[config.mk]
export PLATFORM = sky130hd
export DESIGN_NAME = ratio_clk_detect
export DESIGN_NICKNAME = d
export VERILOG_FILES = /design/src/rtl/ratio_clk_detect.sv
export SDC_FILE = /design/constraint.sdc
export NUM_CORES = 1
export LEC_CHECK = 0
export CAP_MARGIN = 30
export CORE_ASPECT_RATIO = 1.75
export CORE_MARGIN = 4
export CORE_UTILIZATION = 29
export CTS_CLUSTER_DIAMETER = 100
export DETAILED_ROUTE_END_ITERATION = 8
export PLACE_DENSITY = 0.49
export SYNTH_ARGS = -nofsm -noshare
export SYNTH_HDL_FRONTEND = slang
export SYNTH_SLANG_ARGS = --single-unit
[constraint.sdc]
create_clock -name clk_i -period 6 [get_ports clk_i]
set_input_delay 1.5 -clock clk_i [delete_from_list [all_inputs] [get_ports clk_i]]
set_output_delay 1.5 -clock clk_i [all_outputs]
set_load 0.02 [all_outputs]
[src/rtl/ratio_clk_detect.sv]
// ratio_clk_detect
// Receive-side ratio detector for the ratio-clock subsystem. Measures the
// half-period of div_clk_i in clk_i cycles, decodes the divide exponent r
// (half-period = 2^r) and reports it once LOCK_COUNT consecutive matching
// measurements have been seen.
//
// Optional build macro RATIO_CLK_DETECT_SYNC_EN: when defined, div_clk_i passes
// through a 2-flop synchronizer before edge detection (for an unrelated or
// skewed source). This adds 2 cycles of edge latency but does not change the
// measured lengths. When undefined, div_clk_i must be synchronous to clk_i.
module ratio_clk_detect #(
    parameter int RATIO_GRADE = 3,
    parameter int LOCK_COUNT  = 4
) (
    input  logic                   clk_i,
    input  logic                   arst_n_i,
    input  logic                   en_i,
    input  logic                   div_clk_i,
    output logic [RATIO_GRADE-1:0] ratio_o,
    output logic                   locked_o,
    output logic                   err_o
);

    // W is the half-period counter width; the longest decodable half-period is 2^(W-1)
    localparam int W  = 1 << RATIO_GRADE;
    localparam int MW = $clog2(LOCK_COUNT + 1);

    localparam logic [W-1:0]  ONE_L = {{(W-1){1'b0}}, 1'b1};
    localparam logic [W-1:0]  MAX_L = {1'b1, {(W-1){1'b0}}};
    localparam logic [W-1:0]  TMO_L = MAX_L + ONE_L;
    localparam logic [MW:0]   LC_V  = (MW+1)'(LOCK_COUNT);
    localparam logic [MW:0]   ONE_M = {{MW{1'b0}}, 1'b1};

    typedef enum logic [1:0] {
        IDLE,
        ARM,
        SEARCH,
        LOCKED
    } state_t;

    state_t                 state;
    logic                   s_in;
    logic                   s_q;
    logic                   s_prev;
    logic                   edge_det;
    logic [W-1:0]           hp_cnt;
    logic [MW-1:0]          match_cnt;
    logic [RATIO_GRADE-1:0] cand;
    logic                   meas_valid;
    logic [RATIO_GRADE-1:0] meas_r;
    logic                   timeout;
    logic [MW:0]            match_inc;
    logic [MW:0]            match_new;
    logic                   lock_hit;

`ifdef RATIO_CLK_DETECT_SYNC_EN
    logic sync1_q;
    logic sync2_q;

    // Two-flop synchronizer for a div_clk_i that is not timed against clk_i
    always_ff @(posedge clk_i or negedge arst_n_i) begin
        if (!arst_n_i) begin
            sync1_q <= 1'b0;
            sync2_q <= 1'b0;
        end else begin
            sync1_q <= div_clk_i;
            sync2_q <= sync1_q;
        end
    end

    assign s_in = sync2_q;
`else
    assign s_in = div_clk_i;
`endif

    // Sample flops keep running even while disabled so re-enabling sees no stale edge
    always_ff @(posedge clk_i or negedge arst_n_i) begin
        if (!arst_n_i) begin
            s_q    <= 1'b0;
            s_prev <= 1'b0;
        end else begin
            s_q    <= s_in;
            s_prev <= s_q;
        end
    end

    assign edge_det = s_q ^ s_prev;

    // A half-period is usable only if it is an exact power of two within range
    assign meas_valid = (hp_cnt != '0) && ((hp_cnt & (hp_cnt - ONE_L)) == '0) && (hp_cnt <= MAX_L);
    assign timeout    = (hp_cnt == TMO_L) && !edge_det;

    // Position of the single set bit gives log2 of the measured half-period
    always_comb begin
        meas_r = '0;
        for (int i = 0; i < W; i++) begin
            if (hp_cnt[i]) begin
                meas_r = RATIO_GRADE'(i);
            end
        end
    end

    // Next agreement count while searching: extend the run or restart it at one
    always_comb begin
        match_inc = {1'b0, match_cnt} + ONE_M;
        match_new = ((match_cnt == '0) || (meas_r == cand)) ? match_inc : ONE_M;
        lock_hit  = (match_new >= LC_V);
    end

    // Detector FSM with half-period counter, agreement counter and registered outputs
    always_ff @(posedge clk_i or negedge arst_n_i) begin
        if (!arst_n_i) begin
            state     <= IDLE;
            hp_cnt    <= '0;
            match_cnt <= '0;
            cand      <= '0;
            ratio_o   <= '0;
            locked_o  <= 1'b0;
            err_o     <= 1'b0;
        end else if (!en_i) begin
            state     <= IDLE;
            hp_cnt    <= '0;
            match_cnt <= '0;
            cand      <= '0;
            ratio_o   <= '0;
            locked_o  <= 1'b0;
            err_o     <= 1'b0;
        end else begin
            err_o  <= 1'b0;
            hp_cnt <= edge_det ? ONE_L : hp_cnt + ONE_L;
            case (state)
                IDLE: begin
                    state <= ARM;
                end
                ARM: begin
                    if (edge_det) begin
                        state     <= SEARCH;
                        match_cnt <= '0;
                    end
                end
                SEARCH: begin
                    if (edge_det) begin
                        if (meas_valid) begin
                            cand <= meas_r;
                            if (lock_hit) begin
                                state     <= LOCKED;
                                match_cnt <= LC_V[MW-1:0];
                                ratio_o   <= meas_r;
                                locked_o  <= 1'b1;
                            end else begin
                                match_cnt <= match_new[MW-1:0];
                            end
                        end else begin
                            match_cnt <= '0;
                            err_o     <= 1'b1;
                        end
                    end else if (timeout) begin
                        state     <= ARM;
                        match_cnt <= '0;
                        err_o     <= 1'b1;
                    end
                end
                LOCKED: begin
                    if (edge_det) begin
                        if (!(meas_valid && (meas_r == ratio_o))) begin
                            state    <= SEARCH;
                            locked_o <= 1'b0;
                            err_o    <= 1'b1;
                            if (meas_valid) begin
                                cand      <= meas_r;
                                match_cnt <= ONE_M[MW-1:0];
                            end else begin
                                match_cnt <= '0;
                            end
                        end
                    end else if (timeout) begin
                        state     <= ARM;
                        locked_o  <= 1'b0;
                        match_cnt <= '0;
                        err_o     <= 1'b1;
                    end
                end
            endcase
        end
    end

endmodule

# Word-level counts from Yosys, hierarchy flattened
# Cells that the tools add are included.
[totals]
output_inout_bits = 5
elab_cells = 108
reg_bits = 23
in_bits = 4
[op_classes]
n_eq_ne = 22
order_cmp = 2
reduce_logical = 15
n_addsub = 3
mux = 55
bitwise = 2
[ops]
columns = ["operator", "n"]
rows = [
  ["$mux 3", 24],
  ["$ne 3x3->1 const B", 6],
  ["$mux 2", 8],
  ["$mux 8", 2],
  ["$ne 4x4->1 const B", 4],
  ["$mux 1", 15],
  ["$reduce_and 4->1", 3],
  ["$pmux 3 s3", 1],
  ["$add 8x1->8 const B", 1],
  ["$and 8x8->8", 1],
  ["$eq 8x8->1 const B", 1],
  ["$le 8x8->1 const B", 1],
  ["$logic_not 8->1", 1],
  ["$ne 2x1->1 const B", 4],
  ["$pmux 2 s4", 1],
  ["$reduce_bool 8->1", 1],
  ["$sub 8x1->8 const B", 1],
  ["$eq 3x3->1", 2],
  ["$pmux 3 s2", 1],
  ["$reduce_and 6->1", 1],
  ["$add 3x1->4 const B", 1],
  ["$eq 2x2->1 const B", 2],
  ["$ge 4x3->1 const B", 1],
  ["$logic_and 1x1->1", 4],
  ["other kinds (11)", 12],
]

# Longest topological paths before layout
[logic_depth]
word_depth = 16
depth_mapped = 8
depth_no_buf = 8

# Worst setup path after synthesis
# No wires, ideal clock.
[synth_path]
path_kind = "input to register"
startpoint = "input port en_i"
endpoint = "register cand[0]"
setup_ns = 0.079
slack_ns = 3.648
n_path_buf = 2
required_time_ns = 5.921
stages = 4
arrival_time_ns = 2.272
path_cell_list = "clkbuf_1 buf_1 o21ai_0 mux2i_1"
[synth_between]
elab_chain_len = 2
elab_cells_between_ends = 6
classes_between = "4 x eq/ne; 1 x mux; 1 x reduce/logical"
[synth_lines]
columns = ["element", "line", "rtl"]
rows = [
  ["start, declared", "17", "input logic en_i,"],
  ["$ne 3x1->1 (no line) / $ne 3x3->1 (equally long branches)", "-", ""],
  ["$reduce_and 4->1 (no line)", "-", ""],
  ["end signal, assigned", "144", "cand <= meas_r;"],
  ["end signal, assigned", "170", "cand <= meas_r;"],
  ["end, declared", "48", "logic [RATIO_GRADE-1:0] cand;"],
]
# Several ways; a longest one is shown, not always the timed one.
# A chain may end at the register's enable or synchronous reset.

# Worst setup path after layout
[layout_path]
startpoint = "register ratio_o[2]"
endpoint = "output port ratio_o[2]"
[layout_lines]
columns = ["element", "line", "rtl"]
rows = [
  ["start, declared", "19", "output logic [RATIO_GRADE-1:0] ratio_o,"],
  ["start signal, assigned", "148", "ratio_o <= meas_r;"],
]
# No word-level cell between the ends.

==> flow_metrics.tcl <==
set metrics [dict create \
    status "completed" \
    cts.root.buffer_cell "sky130_fd_sc_hd__clkbuf_8" \
    crit_arrival_ps 1360 \
    drt-wirelength-per-cell_um 16.2 \
    whs_endpoint "s_prev$_DFF_PN0_" \
    worst-endpoint-required_ps 4500 \
    antenna_cells 0 \
    timing.critical_path.max_delay_family "buffers and inverters" \
    fp-row-count 36 \
    worst-path-max-fanout 6 \
    postCtsResizedCells 0 \
    synth_edf_count 0 \
    postRouteAntennaNets 0 \
    final_max_slew_viol_count 0 \
    part_of_the_power_in_registers_pct 44.3 \
    synthDominantCellAreaShare_pct 33.4 \
    cp_num_buf_inv 1 \
    post-route-drc-count 0 \
    setup-tns-final_ps 0 \
    clkSlewWorstSetupHoldPaths_ps 90 \
    final_cells 268 \
    pwr-share-clk_pct 25.7 \
    synthesis.area_um2 1720 \
    synth_flop_cell "sky130_fd_sc_hd__dfrtp_1" \
    cts_tree "yes" \
    slew_headroom_pct 37.8 \
    power.net_switching_uw 137 \
    setup_repair_after_global_routing_missed_its_margin "false" \
    synth_commonest_cells "23 x sky130_fd_sc_hd__dfrtp_1, 20 x sky130_fd_sc_hd__nor2_1, 11 x sky130_fd_sc_hd__inv_1, 11 x sky130_fd_sc_hd__nand2_1, 9 x sky130_fd_sc_hd__ha_1" \
    start_util_pct 30.3 \
    r2r_start "hp_cnt[0]$_DFF_PN0_" \
    synth_area_leader_cell "sky130_fd_sc_hd__dfrtp_1" \
    hold_depth 0 \
    clock-skew-final_ps 5.39 \
    logic_depth_of_the_worst_register_to_register_path 8 \
    post_drt_via_cell_ratio 5.46 \
    synth_warnings 0 \
    ys_top_cells_by_area "sky130_fd_sc_hd__dfrtp_1 33%, sky130_fd_sc_hd__ha_1 6.5%, sky130_fd_sc_hd__nor2_1 4.4%" \
    first_global_vias 1480 \
    number_of_nets_in_the_finished_design 206 \
    io_buffers 8 \
    ys_seq_elements 23 \
    cellLeakagePower_nw 0.787 \
    max_clock_freq_mhz 349 \
    critical_path.reg2reg.endpoint "ratio_o[1]$_DFFE_PN0P_" \
    floorplan.die_area_um2 7280 \
    pwr-share-comb_pct 30.0 \
    switching_share_pct 34.6 \
    area_growth_pct 11.5 \
    design.portCount 9 \
    finalHoldViolCount 0 \
    floorplan.die.width_um 66.2 \
    synth_area_per_cell_um2 9.16 \
    min_clock_period_post_route_ps 2860 \
    yosys.cell_types.count 60 \
    power_density_nw_per_um2 206 \
    async_reset_ff_share_pct 100 \
    peakVddDrop_mv 0.0680 \
    clock_latency_at_the_later_pin_of_the_worst_skew_pair_ps 270 \
    cts_num_sinks 23 \
    cts_made_buffers 3 \
    cts-hold-fix-buffers 0 \
    placed_cells_incl_taps 264 \
    fp.dieH_um 110 \
    grt.overflow.total 0 \
    first_pass_grt_wire_length_um 7450 \
    gp_congestion 0.821 \
    synth_fp_nets 201 \
    first_iter_violations 36 \
    postSynthCellCount 188 \
    crit_path_cell_trace "clkdlybuf4s50_1" \
    core-area_um2 5680 \
    maxCapViolCount 0 \
    antenna_violations_before_repair 0 \
    min_period_over_period_pct 47.7 \
    cts.htree.levels 1 \
    worst_slew_pin_slew_ps 926 \
    finalSetupViolations 0 \
    min-delay-path-class "reg -> reg" \
    synth_sequential_area_ratio_pct 33.4 \
    r2r_setup_slack_ps 3380 \
    timing_worst_setup_path_type "reg -> out" \
    finalWirelength_um 4340 \
    library_cell_with_the_highest_instance_count_after_synthesis "sky130_fd_sc_hd__dfrtp_1" \
    post_route_cells_drive_above_1_share_pct 11.5 \
    timing.hold.worst.start "s_q$_DFF_PN0_" \
    clock_tree.buffer_depth 2 \
    crit_path_max_incr_delay_ps 640 \
    pin_count_of_the_biggest_net_entering_global_routing 21 \
    place_hpwl_um 3260 \
    number_of_buffers_inserted_by_post_cts_setup_repair 0 \
    timing.critical_path.slowest_stage_cell "sky130_fd_sc_hd__clkdlybuf4s50_1" \
    filler_cell_count 624 \
    worstSetupStartpointType "flop" \
    drt_pre_antenna_iters 4 \
    grtUsageTotal_pct 13.4 \
    setup.worst_path.end_class "output port" \
    p_int_uw 259 \
    vias 1464 \
]
## cells by family after synthesis
group / after synthesis / synth area share (%)
xor+xnor: 7 / 3.56
flops: 23 / 33.4
mux: 2 / 1.16
buf+inv: 20 / 5.38
compound gates: 47 / 22.4
simple gates: 79 / 27.0
fa+ha+maj: 10 / 7.12
## sequential cells by signal, summed over array words and instances, names as in the netlist
register	cells
cand	3
err_o	1
hp_cnt	8
locked_o	1
match_cnt	3
ratio_o	3
s_prev	1
s_q	1
state	2
## cell usage in the layout (no fill, tap or decap), types with 7 or more instances in the layout
master / n
sky130_fd_sc_hd__clkdlybuf4s50_1: 8
sky130_fd_sc_hd__nand3_1: 7
sky130_fd_sc_hd__dfrtp_1: 23
sky130_fd_sc_hd__nor2_1: 20
sky130_fd_sc_hd__nand2_1: 11
sky130_fd_sc_hd__ha_1: 9
sky130_fd_sc_hd__inv_1: 11
sky130_fd_sc_hd__and3_1: 7
## metrics by stage
| stage | hold slack (ps) | worst slack [ps] | power, mW | cell area [um^2] | util [%] |
|---|---|---|---|---|---|
| 2_1_floorplan | 373 | 3650 | 0.262 | 1720 | - |
| 3_3_place_gp | 382 | 3000 | 0.296 | 1850 | 32.5 |
| 3_5_place_dp | 389 | 2980 | 0.297 | 1870 | 33.0 |
| 4_1_cts | 411 | 3120 | 0.401 | 1920 | 33.8 |
| 5_1_grt | 431 | 3090 | 0.425 | 1920 | 33.8 |
| 6_report | 405 | 3140 | 0.396 | 1920 | 33.8 |
## routing by layer
layer	track usage [%]	share of wire [%]	routed length, um
met1	14.8	39	1710
met2	24.0	54	2330
met3	0.920	1.6	71
met4	8.43	5.2	226
met5	0	0	0
## worst max path at each step
stage | from | to | cells past startpoint
after floorplan | en_i | cand[0]$_DFFE_PN0P_ | 4
after global placement | en_i | cand[1]$_DFFE_PN0P_ | 3
after detailed placement | en_i | cand[1]$_DFFE_PN0P_ | 3
after CTS | ratio_o[2]$_DFFE_PN0P_ | ratio_o[2] | 1
after global routing | ratio_o[2]$_DFFE_PN0P_ | ratio_o[2] | 1
final | ratio_o[2]$_DFFE_PN0P_ | ratio_o[2] | 1
## power by group through the flow
stage / Combinational, mW / Sequential (mW) / Clock (mW)
floorplan: 0.0864 / 0.176 / 0
global placement: 0.117 / 0.179 / 0
detailed placement: 0.118 / 0.179 / 0
CTS: 0.119 / 0.176 / 0.106
global route: 0.135 / 0.178 / 0.112
finish: 0.119 / 0.175 / 0.102
## final cells by class
type                    count  area [um^2]  share of cell area (%)
repair buffers              9          108                    5.61
clock buffers               3         41.3                    2.15
multi-input cells         145         1050                    54.9
inverters                  11         41.3                    2.15
clock inverters             1         5.00                   0.261
flip-flops and latches     23          576                    30.0
well taps                  76         95.1                    4.95
No activity file was read; power rests on OpenSTA's default activity.
